<file path="config.mk">
export PLATFORM = sky130hd
export DESIGN_NAME = trace_fifo
export DESIGN_NICKNAME = d
export VERILOG_FILES = /design/src/rtl/trace_fifo.sv
export SDC_FILE = /design/constraint.sdc
export NUM_CORES = 1
export LEC_CHECK = 0
export CORE_AREA = 2 2 77 79
export CTS_CLUSTER_DIAMETER = 30
export DETAILED_ROUTE_END_ITERATION = 8
export DIE_AREA = 0 0 79 81
export PLACE_DENSITY = 0.86
export SLEW_MARGIN = 15
export SYNTH_ARGS = -nofsm -noshare
export SYNTH_HDL_FRONTEND = slang
export SYNTH_SLANG_ARGS = --single-unit
</file>
<file path="constraint.sdc">
create_clock -name clk -period 4.4 [get_ports clk]
set_input_delay 1.1 -clock clk [delete_from_list [all_inputs] [get_ports clk]]
set_output_delay 1.1 -clock clk [all_outputs]
set_load 0.03 [all_outputs]
</file>
<file path="src/rtl/trace_fifo.sv">
// Synchronous show-ahead FIFO holding expected trace records; no full-FIFO bypass.
module trace_fifo #(
    parameter int WIDTH = 8,
    parameter int DEPTH = 8
) (
    input  logic             clk,
    input  logic             rst,
    input  logic             flush,
    input  logic             push,
    input  logic [WIDTH-1:0] din,
    input  logic             pop,
    output logic [WIDTH-1:0] dout,
    output logic             empty,
    output logic             full
);
    localparam int AW = $clog2(DEPTH);

    logic [WIDTH-1:0] mem [DEPTH];
    logic [AW:0]      wr_ptr_q;
    logic [AW:0]      rd_ptr_q;
    logic             push_ok;
    logic             pop_ok;

    // Extra MSB on each pointer distinguishes full from empty when indices match.
    assign empty   = (wr_ptr_q == rd_ptr_q);
    assign full    = (wr_ptr_q[AW] != rd_ptr_q[AW]) && (wr_ptr_q[AW-1:0] == rd_ptr_q[AW-1:0]);
    assign push_ok = push & ~full;
    assign pop_ok  = pop & ~empty;
    assign dout    = mem[rd_ptr_q[AW-1:0]];

    // Pointer update; flush discards all stored records.
    always_ff @(posedge clk) begin
        if (rst || flush) begin
            wr_ptr_q <= '0;
            rd_ptr_q <= '0;
        end else begin
            if (push_ok) wr_ptr_q <= wr_ptr_q + 1'b1;
            if (pop_ok)  rd_ptr_q <= rd_ptr_q + 1'b1;
        end
    end

    // Storage write; contents need no reset since pointers gate visibility.
    always_ff @(posedge clk) begin
        if (push_ok) mem[wr_ptr_q[AW-1:0]] <= din;
    end

endmodule

</file>
Yosys cells after proc, flatten, opt, wreduce, memory -nomap -nowiden
Memories as Yosys holds them, arrays and structs flattened. A register that Yosys moved wholly into a read port is not among the register bits.
Cells that the tools add are included.
{"block": "word_totals", "register_bits": 8, "mem_bits_rw": 64, "in_bits": 13, "mem_count": 1}
{"block": "op_classes", "n_addsub": 2, "n_eq_ne": 3, "n_mux": 4, "n_bitwise": 4, "n_reduce_logical": 2}
{"memory": "mem", "depth": 8, "width": 8, "read_ports": 1, "rd_ports_with_merged_regs": 1, "wr": 1, "line_no": "18", "rtl": "logic [WIDTH-1:0] mem [DEPTH];"}
{"cell": "adder 4 x 1 -> 4 bit (second input constant)", "count": 2}
{"cell": "2-to-1 mux 3 bit", "count": 2}
{"cell": "equality test 4 bit", "count": 1}
{"cell": "equality test 3 bit", "count": 1}
{"cell": "bitwise AND 1 bit", "count": 2}
{"cell": "2-to-1 mux 1 bit", "count": 2}
{"cell": "inverter 1 bit", "count": 2}
{"cell": "logical AND 1 bit", "count": 1}
{"cell": "logical OR 1 bit", "count": 1}
{"cell": "inequality test 1 bit", "count": 1}

Longest topological paths before layout
Gate-level depths: netlist of the first run.
{"block": "logic_depth", "depth_word": 6, "mapped_depth": 4}

Worst setup path after synthesis of the first run
OpenSTA, ideal clock, no wires.
{"block": "synth_timing", "kind": "register to output", "start": "register with a tool-made name", "end": "output port dout[5]", "t_arrival_ns": 1.448, "required_ns": 3.300, "slack_ns": 1.852, "stages_incl_launch_ff": 5, "path_buffers": 2, "cell_sequence": "dfxtp_1 > buf_6 > buf_12 > mux4_1 > mux2_2"}
{"element": "end: declaration", "line_no": "12", "rtl": "output logic [WIDTH-1:0] dout,"}

Worst setup path after layout of the first run
{"block": "layout_timing", "start": "register wr_ptr_q[1]", "end": "output port full"}
{"block": "layout_between", "elab_chain_cells": 2}
{"element": "start: declaration", "line_no": "19", "rtl": "logic [AW:0] wr_ptr_q;"}
{"element": "start signal: assignment", "line_no": "37", "rtl": "if (push_ok) wr_ptr_q <= wr_ptr_q + 1'b1;"}
{"element": "equality test 3 bit", "line_no": "26", "rtl": "assign full = (wr_ptr_q[AW] != rd_ptr_q[AW]) && (wr_ptr_q[AW-1:0] == rd_ptr_q[AW-1:0]);"}
{"element": "logical AND 1 bit", "line_no": "26"}
{"element": "end: declaration", "line_no": "14", "rtl": "output logic full"}
No other way between the ends.

==> metrics.txt, run 1 <==
status=completed; vias in the first global route=1,705; Die W=79 µm; core area=0.00568 mm²; FFs w/ async S/R, synth=0%; max-slew violation count=0; Clock Tree Root=clkbuf_8; first-pass GRT wire length=8930 µm; # H-tree levels=3; sequential share of power=57.0%; Req. time, crit path=3300 ps; post-CTS setup buffer count=0; CTS clk-pin slew, worst paths=80 ps; top cells by count, synth=64 x edfxtp_1, 11 x dfxtp_1, 11 x mux2i_1, 11 x nand2_1, 10 x mux4_1; final hold viol count=0; Worst Setup EP=full; count leader, synth=edfxtp_1; post-route ant nets=0; Ys Warns=0; clock network power share=37.1%; DRT Pass-1 Iters=4; drt drc=0; leak pwr=1.21 nW; Sw Ratio=21.5%; Worst-Margin Slew=954 ps; Post-synth EDFFs=64; Syn Area/Cell=18.1 µm²; #FFs+latches synth=75; hold buffer count at CTS=0; clk sinks=75; drt via density=5.97; RR Startpoint=wr_ptr_q[1]$_SDFFE_PP0P_; Skew-Pair Late Insertion Delay=340 ps; initial antenna violation count=0; Final TNS setup=0 ps; Fin Clk Skew=4.07 ps; max frequency=0.267 GHz; # diodes=0; top layer in use=met4; switching power=295 µW; final core utilization=66.0%; Pint=1.08 mW; Slew headroom=36.1%; max-cap viol count=0; VDD IR-drop max=196 µV; Die Height=81 µm; Overflow after GRT=0; routed metal-1 wire length=2500 µm; crit path max fanout=12; CP Class=flip-flop to primary output; row count=28; Setup violations, final=0; CP startpoint=wr_ptr_q[1]$_SDFFE_PP0P_; initial core utilization=57.0%; post-synth top area share=59.4%; Startpoint Class=flip-flop; worst setup margin=658 ps; Comb pwr share=5.9%; RSZ-0062 raised after global routing=no; dpl hpwl=3540 µm; fin crit period=3740 ps; post-synthesis sequential area ratio=66.3%; Ports=23; Longest Clk Path Bufs=2; met2 wire len=2870 µm; Resized cells post-CTS=0; syn nets=194; Synth area leader=edfxtp_1; layout cells sized above 1=20.2%; Area Growth Syn to Fin=15.9%; RD Place Congestion=0.799; setup slack, reg-to-reg=2080 ps; via count=1,718; GRT Util Overall=19.6%; met3 wire length=235 µm; hold crit path type=flip-flop to flip-flop; Synth cell types=32; largest net degree at the start of global routing=17; pwr dens=366 mW/mm²; number of port buffers=22; dpl cell area=0.00356 mm²; DRT iter0 DRCs=191; Crit. End Element=primary output; Final Net Count=223; total CTS buffers=9; drt wl/cell=19.7 µm; die area=0.00640 mm²; Routed WL=5690 µm; Crit Reg-Reg Endpoint=mem[7][5]$_DFFE_PP_; Crit path arrival time=2640 ps; Syn Inst Count=179; Post-Syn Area=0.00323 mm²; dominant cells by area after synthesis=edfxtp_1 59%, mux4_1 8.1%, dfxtp_1 6.8%, mux4_2 4.2%, mux2i_1 3.4%; Tcrit/Tclk final=85.0%; pre-CTS setup slack=1070 ps; Synth Flop Type=edfxtp_1; r2r worst-path depth=3; Final Cell Area=0.00375 mm²; CTS tree=yes
==> state kept, by name, indices dropped and copies added (netlist names), named ones only <==
name	cells
wr_ptr_q	4
rd_ptr_q	4
mem	64
==> through the flow <==
step / power [mW] / std cells / hold WS (ps)
4_1_cts: 1.38 / 288 / 585
3_3_place_gp: 0.878 / 272 / 557
3_5_place_dp: 0.880 / 272 / 567
2_1_floorplan: 0.843 / 179 / 522
5_1_grt: 1.42 / 288 / 620
6_report: 1.37 / 288 / 591
==> layout make-up <==
class | instances | area [µm²]
Clock buffer | 10 | 128
Clock inverter | 6 | 65.1
Fill cell | 386 | 1930
Multi-Input combinational cell | 92 | 1040
Sequential cell | 75 | 2140
Tap cell | 75 | 93.8
Timing Repair Buffer | 30 | 280
==> layout by cell type (no fill, tap or decap), types with 2 or more instances in the layout <==
cell type,netlist,final
mux2i_1,11,11
nand4_1,3,3
clkinvlp_4,0,3
clkbuf_8,0,9
nor4b_2,0,3
nor2_1,3,3
nor3b_1,3,3
nor4_2,0,2
mux2_2,8,8
mux4_2,6,6
dfxtp_1,11,11
a311o_1,2,2
a41oi_1,2,2
nand2_1,11,11
nand3_1,3,3
xor2_1,3,3
ha_1,2,2
mux4_1,10,10
or3_1,6,6
clkdlybuf4s50_1,0,22
buf_4,0,8
edfxtp_1,64,64
xnor2_1,4,4
o41a_1,2,2
==> power groups by stage <==
| stage | Sequential [mW] | Clock [mW] | Combinational (mW) |
|---|---|---|---|
| 2_1_floorplan | 0.797 | 0 | 0.0465 |
| 3_3_place_gp | 0.798 | 0 | 0.0795 |
| 3_5_place_dp | 0.799 | 0 | 0.0811 |
| 4_1_cts | 0.783 | 0.520 | 0.0813 |
| 5_1_grt | 0.784 | 0.549 | 0.0866 |
| 6_report | 0.783 | 0.509 | 0.0811 |
==> cells by family after synthesis <==
group	Yosys count	share of synthesized area, %
buffers and inverters	12	2.55
xor gates and xnor gates	8	2.40
DFF	75	66.3
AOI/OAI and AO/OA	7	2.09
muxes	35	18.5
and+or+nand+nor	40	7.43
adders and majority gates	2	0.774
==> critical path: stages, from the launching register on <==
cell and delay (ps):
dfxtp_1 640, xor2_1 230, nor4_4 630, clkdlybuf4s50_1 790
==> routing by layer <==
| metal | vias to the layer above | GRT usage (%) |
|---|---|---|
| met5 | - | 0 |
| met4 | 0 | 7.24 |
| met3 | 8 | 4.89 |
| met2 | 45 | 32.5 |
| met1 | 874 | 25.5 |
| li1 | 791 | - |
==> worst min path at each step <==
| stage | from | to | slack [ps] | cells after the start |
|---|---|---|---|---|
| finish | rd_ptr_q[0]$_SDFFE_PP0P_ | rd_ptr_q[0]$_SDFFE_PP0P_ | 590 | 2 |
| global route | rd_ptr_q[0]$_SDFFE_PP0P_ | rd_ptr_q[0]$_SDFFE_PP0P_ | 620 | 2 |
| CTS | rd_ptr_q[0]$_SDFFE_PP0P_ | rd_ptr_q[0]$_SDFFE_PP0P_ | 590 | 2 |
| detailed placement | rd_ptr_q[1]$_SDFFE_PP0P_ | rd_ptr_q[1]$_SDFFE_PP0P_ | 570 | 2 |
| global placement | rd_ptr_q[1]$_SDFFE_PP0P_ | rd_ptr_q[1]$_SDFFE_PP0P_ | 560 | 2 |
| floorplan | rd_ptr_q[1]$_SDFFE_PP0P_ | flip-flop | 520 | 2 |
Note: power is estimated with default switching activity, not from simulation.
==> run 2: changes to the inputs <==
--- a/config.mk
+++ b/config.mk
@@ -5,6 +5,7 @@
 export SDC_FILE = /design/constraint.sdc
 export NUM_CORES = 1
 export LEC_CHECK = 0
+export CAP_MARGIN = 5
 export CORE_AREA = 2 2 77 79
 export CTS_CLUSTER_DIAMETER = 30
 export DETAILED_ROUTE_END_ITERATION = 8
==> results of run 2 <==
No change in the layout: final DEF, timing and power equal those of run 1.
==> run 3: changes to the inputs <==
--- a/config.mk
+++ b/config.mk
@@ -5,12 +5,11 @@
 export SDC_FILE = /design/constraint.sdc
 export NUM_CORES = 1
 export LEC_CHECK = 0
-export CAP_MARGIN = 5
-export CORE_AREA = 2 2 77 79
+export CORE_AREA = 2 2 73 109
 export CTS_CLUSTER_DIAMETER = 30
 export DETAILED_ROUTE_END_ITERATION = 8
-export DIE_AREA = 0 0 79 81
-export PLACE_DENSITY = 0.86
+export DIE_AREA = 0 0 75 111
+export PLACE_DENSITY = 0.69
 export SLEW_MARGIN = 15
 export SYNTH_ARGS = -nofsm -noshare
 export SYNTH_HDL_FRONTEND = slang
==> run 3 against run 2 <==
Combinational power is essentially flat. Register-to-register slack about the same. Non-clock buffer count unchanged. Core utilization shrank 14 points. Flip-flop and latch count unchanged. Die area grew 30%. Cell area increased by 3.1%. Global-route usage is 3.8 points lower. Via count decreased by 1.9%. Critical path type unchanged. Largest power group unchanged. Highest routed layer unchanged.
==> metrics.txt, run 3 (same netlist as run 1, synthesis figures left out) <==
status=completed; Skew-Pair Late Insertion Delay=320 ps; # diodes=0; CTS tree=yes; Hold Startpoint=rd_ptr_q[2]$_SDFFE_PP0P_; initial antenna violation count=0; Ports=23; CP Class=flip-flop to primary output; Min Hold Slack=588 ps; hold crit path type=flip-flop to flip-flop; RSZ-0062 raised after global routing=no; DRT iter0 DRCs=122; VDD IR-drop max=233 µV; Fin Clk Skew=5.93 ps; initial core utilization=43.3%; met2 wire len=3170 µm; core area=0.00747 mm²; hold buffer count at CTS=0; dpl hpwl=3980 µm; via count=1,686; RR Startpoint=wr_ptr_q[1]$_SDFFE_PP0P_; leak pwr=1.26 nW; # H-tree levels=3; total CTS buffers=9; Setup violations, final=0; pwr dens=399 mW/mm²; routed metal-1 wire length=2280 µm; crit path max fanout=12; Final TNS setup=0 ps; largest net degree at the start of global routing=17; max-cap viol count=0; post-CTS setup buffer count=0; Die W=75 µm; Crit path arrival time=2540 ps; number of fill cells in the layout=621; row count=39; die area=0.00833 mm²; Die Height=111 µm; vias in the first global route=1,721; top layer in use=met4; max frequency=0.275 GHz; Longest Clk Path Bufs=2; drt wl/cell=18.5 µm; drt via density=5.37; GRT Util Overall=15.8%; Req. time, crit path=3300 ps; number of port buffers=22; final hold viol count=0; Final Net Count=223; Area Growth Syn to Fin=19.5%; drt drc=0; commonest non-fill, non-tap cell in the layout=edfxtp_1; Resized cells post-CTS=0; crit path cell chain=xor2_1, nor4_4, clkdlybuf4s50_1; Routed WL=5800 µm; crit-path max cell delay=790 ps; most frequent cells in the layout=64 x edfxtp_1, 22 x clkdlybuf4s50_1, 11 x nand2_1, 11 x mux2i_1, 11 x dfxtp_1; Worst-Margin Slew=839 ps; fin crit period=3640 ps; DRT Pass-1 Iters=4; max reg flops=64; Slew headroom=43.8%; clk sinks=75; Tcrit/Tclk final=82.6%; first-pass GRT wire length=9310 µm; CP max stage cell=clkdlybuf4s50_1; layout cells sized above 1=18.9%; CP startpoint=wr_ptr_q[1]$_SDFFE_PP0P_; Clock Tree Root=clkbuf_16; CTS clk-pin slew, worst paths=50 ps; Overflow after GRT=0; RD Place Congestion=0.806; post-route ant nets=0; Startpoint Class=flip-flop; met3 wire length=207 µm; max-slew violation count=0; Crit. End Element=primary output
==> run 3: changes by cell type in the layout (fill, tap and decap cells not counted) <==
cell and delta:
clkbuf_16 +9, clkbuf_8 -9, clkinvlp_4 -3, clkbuf_1 +1, clkinv_1 +1, clkinv_2 +1, inv_6 -1
==> run 3: report_power, final <==
part	internal, mW	switching, mW
Clock	0.430	0.245
Sequential	0.780	0.00421
Combinational	0.0381	0.0433
==> run 3: final timing paths <==
kind / endpoint / slack, ps / cells after the start
max reg2reg: mem[0][6]$_DFFE_PP_ / 2090 / 4
max: full / 760 / 3
min: rd_ptr_q[2]$_SDFFE_PP0P_ / 590 / 2
min reg2reg: rd_ptr_q[2]$_SDFFE_PP0P_ / 590 / 2
==> run 3: layer usage <==
metal	vias to the layer above	track usage (%)
met2	41	25.7
met3	12	4.00
li1	793	-
met5	-	0
met4	0	7.50
met1	840	19.1
==> run 3: cell type report <==
class | instances | area (µm²) | area share, %
Tap cell | 102 | 128 | 3.30
Clock inverter | 4 | 42.5 | 1.10
Timing Repair Buffer | 30 | 280 | 7.25
Multi-Input combinational cell | 92 | 1040 | 26.9
Clock buffer | 11 | 233 | 6.02
Sequential cell | 75 | 2140 | 55.4
==> run 3: metrics by stage <==
stage               setup slack [ps]  cells  area [µm²]  total power [mW]  utilization, %
finish                           764    314        3860              1.54            51.8
global route                     591    314        3860              1.59            51.8
CTS                              741    314        3860              1.56            51.8
detailed placement              1110    299        3590             0.881            48.1
global placement                1170    299        3590             0.879            48.1
floorplan                       1850    179        3230             0.843               -
==> run 3: worst max-delay path, delay by kind of cell, from the launching register on <==
kind	cells	cell delay [ps]
buf+inv	1	790
xor+xnor	1	220
flops	1	600
simple gates	1	600
